**config.mk**
```make
export PLATFORM = sky130hd
export DESIGN_NAME = lc3_int_ctrl_flat
export DESIGN_NICKNAME = d
export VERILOG_FILES = /design/src/rtl/lc3_int_ctrl_pkg.sv /design/src/rtl/lc3_int_ctrl_if.sv /design/src/rtl/lc3_int_ctrl_arbiter.sv /design/src/rtl/lc3_int_ctrl.sv /design/src/flat_wrapper.sv
export SDC_FILE = /design/constraint.sdc
export NUM_CORES = 1
export LEC_CHECK = 0
export ABC_AREA = 1
export CORE_ASPECT_RATIO = 0.7
export CORE_UTILIZATION = 33
export CTS_BUF_LIST = sky130_fd_sc_hd__clkbuf_8 sky130_fd_sc_hd__clkbuf_16
export DETAILED_ROUTE_END_ITERATION = 7
export PLACE_DENSITY = 0.71
export REMOVE_ABC_BUFFERS = 1
export SYNTH_ARGS = -nofsm -noshare
export SYNTH_HDL_FRONTEND = slang
export SYNTH_SLANG_ARGS = --single-unit
```
**constraint.sdc**
```tcl
create_clock -name clk -period 4.47 [get_ports clk]
set_input_delay 0.894 -clock clk [delete_from_list [all_inputs] [get_ports clk]]
set_output_delay 0.894 -clock clk [all_outputs]
set_load 0.005 [all_outputs]
```
**src/rtl/lc3_int_ctrl_pkg.sv**
```systemverilog
// Shared types and constants for the LC-3 interrupt controller.
package lc3_pkg;
  localparam int PRI_W   = 3;
  localparam int IDX_W   = 2;
  localparam int DATA_W  = 16;
  localparam int VEC_W   = 8;
  localparam int MAX_SRC = 4;

  localparam logic [1:0] MASK_OFS  = 2'd0;
  localparam logic [1:0] PRIO_OFS  = 2'd1;
  localparam logic [1:0] TIMER_OFS = 2'd2;

  typedef enum logic [1:0] {
    IDLE     = 2'd0,
    POST     = 2'd1,
    WAIT_ACK = 2'd2,
    WITHDRAW = 2'd3
  } int_state_t;
endpackage

```
**src/rtl/lc3_int_ctrl_if.sv**
```systemverilog
// CPU-side bundle: memory-mapped register bus plus the datapath interrupt handshake.
interface lc3_int_ctrl_if;
  import lc3_pkg::*;

  logic [DATA_W-1:0] io_addr;
  logic [DATA_W-1:0] io_wdata;
  logic              io_we;
  logic [DATA_W-1:0] io_rdata;
  logic              io_sel;
  logic [PRI_W-1:0]  cur_pri;
  logic              int_ack;
  logic              IRQ;
  logic [PRI_W-1:0]  INTP;
  logic [VEC_W-1:0]  INTV;

  modport master (
    output io_addr, io_wdata, io_we, cur_pri, int_ack,
    input  io_rdata, io_sel, IRQ, INTP, INTV
  );

  modport slave (
    input  io_addr, io_wdata, io_we, cur_pri, int_ack,
    output io_rdata, io_sel, IRQ, INTP, INTV
  );
endinterface

```
**src/rtl/lc3_int_ctrl_arbiter.sv**
```systemverilog
// Combinational priority select: highest PRIO wins, ties to the lowest index,
// and the winner only counts if it outranks the current processor priority.
module lc3_int_arbiter
  import lc3_pkg::*;
#(
  parameter int NUM_SRC = 4
) (
  input  logic [NUM_SRC-1:0]       req,
  input  logic [PRI_W*NUM_SRC-1:0] prio,
  input  logic [PRI_W-1:0]         cur_pri,
  output logic                     valid,
  output logic [IDX_W-1:0]         idx
);
  logic             found;
  logic [PRI_W-1:0] best;

  always_comb begin
    found = 1'b0;
    best  = '0;
    idx   = '0;
    for (int k = 0; k < NUM_SRC; k++) begin
      // strict '>' keeps the earlier (lower) index on a tie
      if (req[k] && (!found || (prio[PRI_W*k +: PRI_W] > best))) begin
        found = 1'b1;
        best  = prio[PRI_W*k +: PRI_W];
        idx   = IDX_W'(k);
      end
    end
    valid = found && (best > cur_pri);
  end
endmodule

```
**src/rtl/lc3_int_ctrl.sv**
```systemverilog
// LC-3 interrupt controller: edge capture, mask/priority registers, post/withdraw FSM.
// Optional periodic timer source on the top index when LC3_INT_TIMER_EN is defined.
//
// state    | meaning
// IDLE     | waiting for an eligible pending source
// POST     | IRQ strobe with latched priority and vector
// WAIT_ACK | vector held until int_ack or loss of eligibility
// WITHDRAW | IRQ strobe with INTP=0 to cancel the datapath INT
module lc3_int_ctrl
  import lc3_pkg::*;
#(
  parameter int               NUM_SRC  = 4,
  parameter logic [VEC_W-1:0] VEC_BASE = 8'h80,
  parameter logic [15:0]      IO_BASE  = 16'hFE10
) (
  input  logic               clk,
  input  logic               rst,
  input  logic [NUM_SRC-1:0] dev_req,
  output logic [NUM_SRC-1:0] dev_ack,
  lc3_int_ctrl_if.slave      bus
);
  int_state_t                state, state_nx;
  logic [NUM_SRC-1:0]        req_q, edge_q, pending, mask, set_vec, clr_vec, win_oh;
  logic [PRI_W*NUM_SRC-1:0]  prio;
  logic [IDX_W-1:0]          win_idx, arb_idx;
  logic [PRI_W-1:0]          win_pri, arb_pri;
  logic                      arb_valid, take;
  logic [DATA_W-1:0]         ofs, rdata;
  logic                      wr_mask, wr_prio;
  logic                      unused_wdata;

  assign ofs          = bus.io_addr - IO_BASE;
  assign bus.io_sel   = (ofs < 16'd3);
  assign wr_mask      = bus.io_we && bus.io_sel && (ofs[1:0] == MASK_OFS);
  assign wr_prio      = bus.io_we && bus.io_sel && (ofs[1:0] == PRIO_OFS);
  assign unused_wdata = ^bus.io_wdata[DATA_W-1:PRI_W*NUM_SRC];

`ifdef LC3_INT_TIMER_EN
  logic [DATA_W-1:0] timer, cnt;
  logic              wr_timer, tick;

  assign wr_timer = bus.io_we && bus.io_sel && (ofs[1:0] == TIMER_OFS);
  assign tick     = (timer != '0) && (cnt == '0);

  always_ff @(posedge clk) begin
    if (!rst) begin
      timer <= '0;
      cnt   <= '0;
    end else begin
      if (wr_timer) timer <= bus.io_wdata;
      if (timer == '0)    cnt <= '0;
      else if (cnt == '0) cnt <= timer;
      else                cnt <= cnt - 16'd1;
    end
  end
`endif

  always_comb begin
    set_vec = edge_q;
`ifdef LC3_INT_TIMER_EN
    set_vec[NUM_SRC-1] = tick;
`endif
  end

  always_comb begin
    rdata = '0;
    if (bus.io_sel) begin
      case (ofs[1:0])
        MASK_OFS:  rdata = (DATA_W'(pending) << 8) | DATA_W'(mask);
        PRIO_OFS:  rdata = DATA_W'(prio);
`ifdef LC3_INT_TIMER_EN
        TIMER_OFS: rdata = timer;
`endif
        default:   rdata = '0;
      endcase
    end
  end
  assign bus.io_rdata = rdata;

  lc3_int_arbiter #(.NUM_SRC(NUM_SRC)) u_arb (
    .req     (pending & mask),
    .prio    (prio),
    .cur_pri (bus.cur_pri),
    .valid   (arb_valid),
    .idx     (arb_idx)
  );

  assign arb_pri = prio[PRI_W*arb_idx +: PRI_W];
  assign win_oh  = NUM_SRC'(1) << win_idx;
  assign clr_vec = take ? win_oh : '0;

  always_comb begin
    state_nx = state;
    take     = 1'b0;
    bus.IRQ  = 1'b0;
    bus.INTP = '0;
    bus.INTV = '0;
    case (state)
      IDLE: if (arb_valid) state_nx = POST;
      POST: begin
        bus.IRQ  = 1'b1;
        bus.INTP = win_pri;
        bus.INTV = VEC_BASE + VEC_W'(win_idx);
        state_nx = WAIT_ACK;
      end
      WAIT_ACK: begin
        bus.INTV = VEC_BASE + VEC_W'(win_idx);
        // ack wins over a simultaneous loss of eligibility
        if (bus.int_ack) begin
          take     = 1'b1;
          state_nx = IDLE;
        end else if (((mask & win_oh) == '0) || (bus.cur_pri >= win_pri)) begin
          state_nx = WITHDRAW;
        end
      end
      WITHDRAW: begin
        bus.IRQ  = 1'b1;
        state_nx = IDLE;
      end
      default: state_nx = IDLE;
    endcase
  end

  always_ff @(posedge clk) begin
    if (!rst) begin
      state   <= IDLE;
      req_q   <= '0;
      edge_q  <= '0;
      pending <= '0;
      mask    <= '0;
      prio    <= '0;
      win_idx <= '0;
      win_pri <= '0;
      dev_ack <= '0;
    end else begin
      state   <= state_nx;
      req_q   <= dev_req;
      edge_q  <= dev_req & ~req_q;
      pending <= (pending & ~clr_vec) | set_vec;
      dev_ack <= clr_vec;
      if (wr_mask) mask <= bus.io_wdata[NUM_SRC-1:0];
      if (wr_prio) prio <= bus.io_wdata[PRI_W*NUM_SRC-1:0];
      if (state == IDLE && arb_valid) begin
        win_idx <= arb_idx;
        win_pri <= arb_pri;
      end
    end
  end
endmodule
```
**src/flat_wrapper.sv**
```systemverilog
// flat-port wrapper written by rule: the top's interface ports become plain ports
module lc3_int_ctrl_flat import lc3_pkg::*;
#(
  parameter int               NUM_SRC  = 4,
  parameter logic [VEC_W-1:0] VEC_BASE = 8'h80,
  parameter logic [15:0]      IO_BASE  = 16'hFE10
)
  (clk, rst, dev_req, dev_ack, bus_io_addr, bus_io_wdata, bus_io_we, bus_cur_pri, bus_int_ack, bus_io_rdata, bus_io_sel, bus_IRQ, bus_INTP, bus_INTV);
  lc3_int_ctrl_if bus_i ();
  input  logic clk;
  input  logic rst;
  input  logic [NUM_SRC-1:0] dev_req;
  output logic [NUM_SRC-1:0] dev_ack;
  input wire logic [$bits(bus_i.io_addr)-1:0] bus_io_addr;
  input wire logic [$bits(bus_i.io_wdata)-1:0] bus_io_wdata;
  input wire logic [$bits(bus_i.io_we)-1:0] bus_io_we;
  input wire logic [$bits(bus_i.cur_pri)-1:0] bus_cur_pri;
  input wire logic [$bits(bus_i.int_ack)-1:0] bus_int_ack;
  output wire logic [$bits(bus_i.io_rdata)-1:0] bus_io_rdata;
  output wire logic [$bits(bus_i.io_sel)-1:0] bus_io_sel;
  output wire logic [$bits(bus_i.IRQ)-1:0] bus_IRQ;
  output wire logic [$bits(bus_i.INTP)-1:0] bus_INTP;
  output wire logic [$bits(bus_i.INTV)-1:0] bus_INTV;
  assign bus_i.io_addr = bus_io_addr;
  assign bus_i.io_wdata = bus_io_wdata;
  assign bus_i.io_we = bus_io_we;
  assign bus_i.cur_pri = bus_cur_pri;
  assign bus_i.int_ack = bus_int_ack;
  assign bus_io_rdata = bus_i.io_rdata;
  assign bus_io_sel = bus_i.io_sel;
  assign bus_IRQ = bus_i.IRQ;
  assign bus_INTP = bus_i.INTP;
  assign bus_INTV = bus_i.INTV;
  lc3_int_ctrl #(.NUM_SRC(NUM_SRC), .VEC_BASE(VEC_BASE), .IO_BASE(IO_BASE)) u_core (.clk(clk), .rst(rst), .dev_req(dev_req), .dev_ack(dev_ack), .bus(bus_i));
endmodule
```
* Yosys cells after proc, flatten, opt, wreduce, memory -nomap -nowiden
Index checks and enable logic that the tools add are counted.
** Storage, ports and cells
- Flip-flop bits (word level) :: 39
- Bits of input ports :: 43
** Operators by class
- Add/sub/neg operators :: 2
- Multiply operators :: 1
- Order comparisons :: 6
- Equal/unequal tests :: 6
- Shift-type cells :: 2
- Mux-type cells :: 23
- Bitwise logic cells :: 8
- Reductions and logical operators :: 21
** Operators with widths (number)
- 16-bit one-hot mux with 2 select lines :: 1
- 4-bit bitwise AND :: 4
- 16-bit by 2-bit < comparator with 1-bit output, second input constant :: 1
- 16-bit two-way mux :: 1
- 16-bit subtractor, second input constant :: 1
- 3-bit two-way mux :: 5
- 3-bit > comparator :: 4
- 12-bit by 4-bit bitwise OR with 12-bit output :: 1
- 12-bit by 5-bit variable part select with 3-bit output :: 1
- 2-bit two-way mux :: 5
- 8-bit by 2-bit adder with 8-bit output, first input constant :: 1
- 1-bit logical AND :: 8
- 1-bit two-way mux :: 8
- 8-bit two-way mux :: 1
- 4-bit inverter :: 2
- 2-bit one-hot mux with 4 select lines :: 1
- 2-bit by 1-bit == test with 1-bit output, second input constant :: 2
- 2-bit == test, second input constant :: 2
- 2-bit logical NOT :: 2
- 4-bit logical NOT :: 1
- 1-bit logical OR :: 4
- 2-bit by 2-bit multiplier with 4-bit output, first input constant :: 1
- 4-bit two-way mux :: 1
- 4-bit bitwise OR :: 1
- other kinds (7) :: 10

* Depth between registers and ports, before layout
- Word-level depth :: 18
- Mapped depth :: 40

* Modules after synthesis
Synthesis repeated with hierarchy kept, for this count alone.
** Second synthesis, totals
- Cell total of the unflattened synthesis :: 406
- Area, all modules :: 2660.1 µm²
** Modules (own cells, without submodules)
- lc3_int_ctrl :: instances 1, cells each 319, area an instance 2164.6 µm², sequential area each 780.7 µm²
- lc3_int_arbiter :: instances 1, cells each 87, area an instance 495.5 µm², sequential area each 0.0 µm²

* Worst setup path after synthesis
Ideal clock, no wire load.
- Path kind :: reg-to-reg
- Start :: reg u_core.mask[0]
- End :: reg u_core.win_idx[0]
- Data arrival time :: 4.441 ns
- Data required time :: 4.361 ns
- Setup slack :: -0.079 ns
- Cell stages (with the launch flop) :: 40
- Buffers on the path :: 2
- Clock period less this slack :: 4.549 ns
- Cell sequence :: dfxtp_1 nand2_1 inv_2 nand2_1 ha_1 a21oi_1 nand2_1 nand2_1 nand2_1 nand2_2 nand3_1 o21ai_0 inv_1 ha_1 a21oi_1 nand2_1 nand2_1 nand2_1 (+4 left out) ha_1 a21oi_1 nand2_1 nand2_1 o21ai_2 nand2_2 inv_1 a22oi_1 ha_1 a21oi_1 o21ai_0 nand3_1 nor2_4 buf_6 nand2_1 o21ai_0 nand2_1 inv_1
** On the way
- Word-level cells in the longest chain between the ends :: 17
** RTL lines
- start, declared :: line lc3_int_ctrl.sv:23 : logic [NUM_SRC-1:0] req_q, edge_q, pending, mask, set_vec, clr_vec, win_oh;
- start signal, assigned :: line lc3_int_ctrl.sv:141 : if (wr_mask) mask <= bus.io_wdata[NUM_SRC-1:0];
- 4-bit bitwise AND (*) :: line lc3_int_ctrl.sv:81 : .req (pending & mask),
- 3-bit two-way mux or 1-bit two-way mux (tied branches) :: line lc3_int_ctrl_arbiter.sv:23 : if (req[k] && (!found || (prio[PRI_W*k +: PRI_W] > best))) begin
- 3-bit > comparator or 1-bit logical NOT (tied branches) :: line lc3_int_ctrl_arbiter.sv:23
- 1-bit logical OR :: line lc3_int_ctrl_arbiter.sv:23
- 1-bit logical AND :: line lc3_int_ctrl_arbiter.sv:23
- 3-bit two-way mux or 1-bit two-way mux (tied branches) :: line lc3_int_ctrl_arbiter.sv:23
- 3-bit > comparator or 1-bit logical NOT (tied branches) :: line lc3_int_ctrl_arbiter.sv:23
- 1-bit logical OR :: line lc3_int_ctrl_arbiter.sv:23
- 1-bit logical AND :: line lc3_int_ctrl_arbiter.sv:23
- 3-bit two-way mux or 1-bit two-way mux (tied branches) :: line lc3_int_ctrl_arbiter.sv:23
- 3-bit > comparator or 1-bit logical NOT (tied branches) :: line lc3_int_ctrl_arbiter.sv:23
- 1-bit logical OR :: line lc3_int_ctrl_arbiter.sv:23
- 1-bit logical AND :: line lc3_int_ctrl_arbiter.sv:23
- 3-bit two-way mux :: line lc3_int_ctrl_arbiter.sv:23
- 3-bit > comparator :: line lc3_int_ctrl_arbiter.sv:29 : valid = found && (best > cur_pri);
- 1-bit logical AND :: line lc3_int_ctrl_arbiter.sv:29
- 1-bit logical AND :: line lc3_int_ctrl.sv:143 : if (state == IDLE && arb_valid) begin
- end signal, assigned :: line lc3_int_ctrl.sv:144 : win_idx <= arb_idx;
- end, declared :: line lc3_int_ctrl.sv:25 : logic [IDX_W-1:0] win_idx, arb_idx;
Every way passes the cells marked *; elsewhere a longest branch is shown, timed or not.
A chain may end at the register's enable or synchronous reset.

* Worst setup path after layout
- Start :: reg u_core.pending[0]
- End :: reg u_core.win_pri[1]
** On the way
- Word-level cells in the longest chain between the ends :: 17
** RTL lines
- start, declared :: line lc3_int_ctrl.sv:23
- start signal, assigned :: line lc3_int_ctrl.sv:139 : pending <= (pending & ~clr_vec) | set_vec;
- 4-bit bitwise AND (*) :: line lc3_int_ctrl.sv:81
- parallel branches: the longest is 16 deep, another holds 3-bit > comparator
- end signal, assigned :: line lc3_int_ctrl.sv:145 : win_pri <= arb_pri;
- end, declared :: line lc3_int_ctrl.sv:26 : logic [PRI_W-1:0] win_pri, arb_pri;
Mark *: on every way between the ends.

==> run_results.csv <==
group,metric,value,unit
run,maxCapViolCount,0,
setup_path,path_class,"register to register",
setup_path,end_kind,"register",
synth,synth.distinct_cells,33,
final_layout,n_antenna_cell,0,
clocking,clock-sinks,39,
clocking,path_clk_slew,0.08,ns
global_route,grt_pass1_vias,2665,
global_route,gr-total-overflow,0,
setup_path,crit_path_frequent_cell,"nand2_2",
setup_path,r2r-start,"u_core.pending[0]$_SDFF_PN0_",
global_route,grt_max_degree,25,
power_and_ir_drop,p_sw_share,24.2,%
floorplanning,num_rows,25,
place,io_buffers,62,
power_and_ir_drop,leakagePower,0.00182,uW
timing,clock.fmax,221,MHz
floorplanning,die_area,7800,sq um
synth,syn_area,2460,sq um
place,gp_congestion,0.878,
clocking,ctsHoldBuffers,0,
setup_path,critical_path_required,4.67,ns
setup_path,reg2reg_to,"u_core.win_pri[1]$_SDFFE_PN0P_",
power_and_ir_drop,design_power_total,787,uW
timing,hold_slack,0.382,ns
setup_path,crit_end,"u_core.win_pri[1]$_SDFFE_PN0P_",
detailed_routing,num_vias,2796,
setup_path,r2r_setup_slack,-0.06,ns
outcome,outcome,"complete, but fails checks",
timing,rsz0062_at_grt,"yes",
power_and_ir_drop,powerDensity,198,nW/um^2
floorplanning,ios,76,
final_layout,area_growth,62.0,%
power_and_ir_drop,clkPwrFrac,39.4,%
place,dp_hpwl,5090,um
timing,setup_slack,-0.0559,ns
setup_path,cp-startpoint,"u_core.pending[0]$_SDFF_PN0_",
power_and_ir_drop,seqPwrFrac,46.1,%
clocking,clock-root-buffer,"clkbuf_8",
timing,finalSetupTns,-0.0752,ns
detailed_routing,drt-initial-drc-count,174,
timing,period_share,101,%
power_and_ir_drop,p_int,596,uW
setup_path,slowest_delay,0.34,ns
timing,finClkSkew,0.00921,ns
detailed_routing,routed_via_density,4.77,
setup_path,cp-start-kind,"register",
global_route,grtUsageTotal,19.9,%
final_layout,drive_above_1_share,27.2,%
clocking,cts_inserted_buffers,5,
place,placedInstanceArea,3280,sq um
clocking,cts.path.max_buffers,2,
timing,finalHoldViolations,0,
timing,maxSlewViolCount,0,
synth,avgSynthCellArea,6.61,sq um
power_and_ir_drop,p_sw,190,uW
setup_path,cp_max_fo,7,
setup_path,r2r_cells,37,
final_layout,layout.nets,553,
place,dp_slack,-0.426,ns
floorplanning,fp.dieW,105,um
clocking,cts-htree-levels,2,
timing,min_period,4.53,ns
synth,synth_seq_cells,39,
detailed_routing,wl_per_cell,13.4,um
final_layout,design_area,3980,sq um
outcome,violations,"setup timing",
global_route,antenna_found_initial,0,
detailed_routing,drt-pass1-iter-count,5,
clocking,cts_tree,"yes",
setup_path,cp.arrival,4.72,ns
detailed_routing,routed_wl,7850,um
timing,tightest_slew,0.587,ns
power_and_ir_drop,ir_drop,0.114,mV
setup_path,slowest_stage,"dfxtp_2",
timing,relSlewSlack,60.8,%
min_path,hp-class,"register to register",
power_and_ir_drop,p_comb_share,14.5,%
global_route,grt_pass1_wl,12100,um
synth,postSynthCellCount,372,
floorplanning,core_area,6980,sq um
floorplanning,die_y,74.2,um
synth,ys_warn_count,0,
timing,setup_viol,2,
detailed_routing,drc,0,
synth,synth-seq-area-share,31.8,%
floorplanning,initial_core_util,35.2,%
final_layout,fillers,627,
clocking,clk_latency,0.30,ns
detailed_routing,ant_nets,0,
-- timing repair --
action / 4_1_cts / 5_1_grt
pin swaps: 28 / 35
gates resized for setup: 38 / 38
endpoints found under the setup margin: 7 / 7
cloned: 1 / 0
setup buffers: 35 / 1
-- synthesized netlist by cell type --
master | number | area [sq um]
nor2_1 | 43 | 161
nor2_2 | 2 | 12.5
nand2_2 | 2 | 12.5
nor4_2 | 1 | 12.5
o211ai_1 | 1 | 7.51
inv_2 | 1 | 3.75
a21oi_1 | 23 | 115
ha_1 | 19 | 238
nor2_4 | 1 | 11.3
o21ai_0 | 13 | 65.1
inv_1 | 55 | 206
a211oi_1 | 1 | 7.51
a31oi_1 | 1 | 6.26
o31ai_1 | 3 | 22.5
nand3_4 | 1 | 17.5
a21boi_0 | 1 | 7.51
dfxtp_1 | 39 | 781
or2_2 | 1 | 6.26
nand4_1 | 4 | 25.0
o21ai_1 | 1 | 5.00
conb_1 | 1 | 3.75
nand3b_1 | 1 | 7.51
o21ai_2 | 2 | 17.5
nand2_1 | 103 | 387
a22oi_1 | 2 | 15.0
o21a_1 | 2 | 15.0
nand3_1 | 21 | 105
nor3_1 | 6 | 30.0
nor4_1 | 3 | 18.8
buf_6 | 3 | 33.8
buf_2 | 5 | 25.0
and2_4 | 1 | 8.76
buf_4 | 9 | 67.6
-- registers in the layout, indices dropped and copies added (netlist names) --
name and count:
u_core.pending 4, u_core.win_pri 3, u_core.state 2, u_core.mask 4
u_core.dev_ack 4, u_core.prio 12, u_core.edge_q 4, u_core.win_idx 2
u_core.req_q 4
-- cell usage in the layout (no fill, tap or decap), types with 3 or more instances in the layout --
| cell type | instances |
|---|---|
| nor4_1 | 3 |
| inv_2 | 4 |
| o31ai_1 | 3 |
| nor2_1 | 42 |
| nand2_2 | 16 |
| clkbuf_8 | 6 |
| ha_1 | 12 |
| conb_1 | 9 |
| o21ai_0 | 7 |
| dfxtp_1 | 37 |
| clkdlybuf4s50_1 | 62 |
| nand3_1 | 12 |
| nand4_1 | 4 |
| nand2_1 | 84 |
| o21ai_2 | 6 |
| nor2_4 | 3 |
| ha_4 | 7 |
| nand2_4 | 4 |
| buf_4 | 54 |
| nand3_2 | 8 |
| a21oi_1 | 17 |
| nor3_1 | 5 |
| a21oi_2 | 5 |
| buf_6 | 4 |
| inv_1 | 52 |
-- worst min-delay path by stage --
stage / to / slack (ns) / cells after the start / startpoint
floorplan: u_core.edge_q[0]$_SDFF_PN0_ / 0.37 / 1 / u_core.req_q[0]$_SDFF_PN0_
global placement: u_core.edge_q[1]$_SDFF_PN0_ / 0.37 / 1 / u_core.req_q[1]$_SDFF_PN0_
detailed placement: u_core.edge_q[0]$_SDFF_PN0_ / 0.37 / 1 / u_core.req_q[0]$_SDFF_PN0_
CTS: u_core.edge_q[0]$_SDFF_PN0_ / 0.38 / 1 / u_core.req_q[0]$_SDFF_PN0_
global route: u_core.edge_q[1]$_SDFF_PN0_ / 0.41 / 1 / u_core.req_q[1]$_SDFF_PN0_
finish: u_core.edge_q[0]$_SDFF_PN0_ / 0.38 / 1 / u_core.req_q[0]$_SDFF_PN0_
-- critical path, delay by kind of cell, from the launching register on --
family          cells  cell delay (ns)
simple gates       20             1.68
fa+ha+maj           4             0.96
flops               1             0.34
compound gates      9             1.10
buf+inv             4             0.35
-- power groups by stage --
stage	clock [uW]	combinational [uW]	sequential, uW
6_report	310	114	362
4_1_cts	319	107	362
2_1_floorplan	0	40.9	369
3_3_place_gp	0	99.6	370
5_1_grt	330	125	364
3_5_place_dp	0	104	370
-- stage by stage --
step           utilization, %  instances
3_5_place_dp             47.0        543
2_1_floorplan               -        363
3_3_place_gp             47.0        543
5_1_grt                  57.1        586
6_report                 57.1        586
4_1_cts                  54.7        587
-- layout make-up --
class	count	area, sq um	area share (%)
clock buffers	6	82.6	2.07
repair buffers	120	1070	26.9
well taps	94	118	2.95
flip-flops and latches	39	783	19.7
clock inverters	2	35.0	0.880
multi-input cells	269	1680	42.3
inverters	56	210	5.28
-- per-layer routing --
metal / GRT usage [%] / vias up / wire, um
met2: 34.5 / 103 / 3680
met1: 25.6 / 1276 / 3530
met5: 0 / - / 0
met3: 3.94 / 20 / 444
met4: 6.10 / 0 / 196
li1: - / 1397 / -
-- cells by family (layout without fill, tap and decap cells) --
| kind of cell | count (synthesis) | count (layout) | share of synthesized area (%) |
|---|---|---|---|
| AO/OA/AOI/OAI | 50 | 50 | 11.6 |
| AND/OR/NAND/NOR | 190 | 191 | 33.2 |
| other | 1 | 9 | 0.153 |
| flip-flops | 39 | 39 | 31.8 |
| adder cells (fa/ha/maj) | 19 | 19 | 9.67 |
| buffers and inverters | 73 | 184 | 13.7 |
Note: power is estimated with default switching activity, not from simulation.
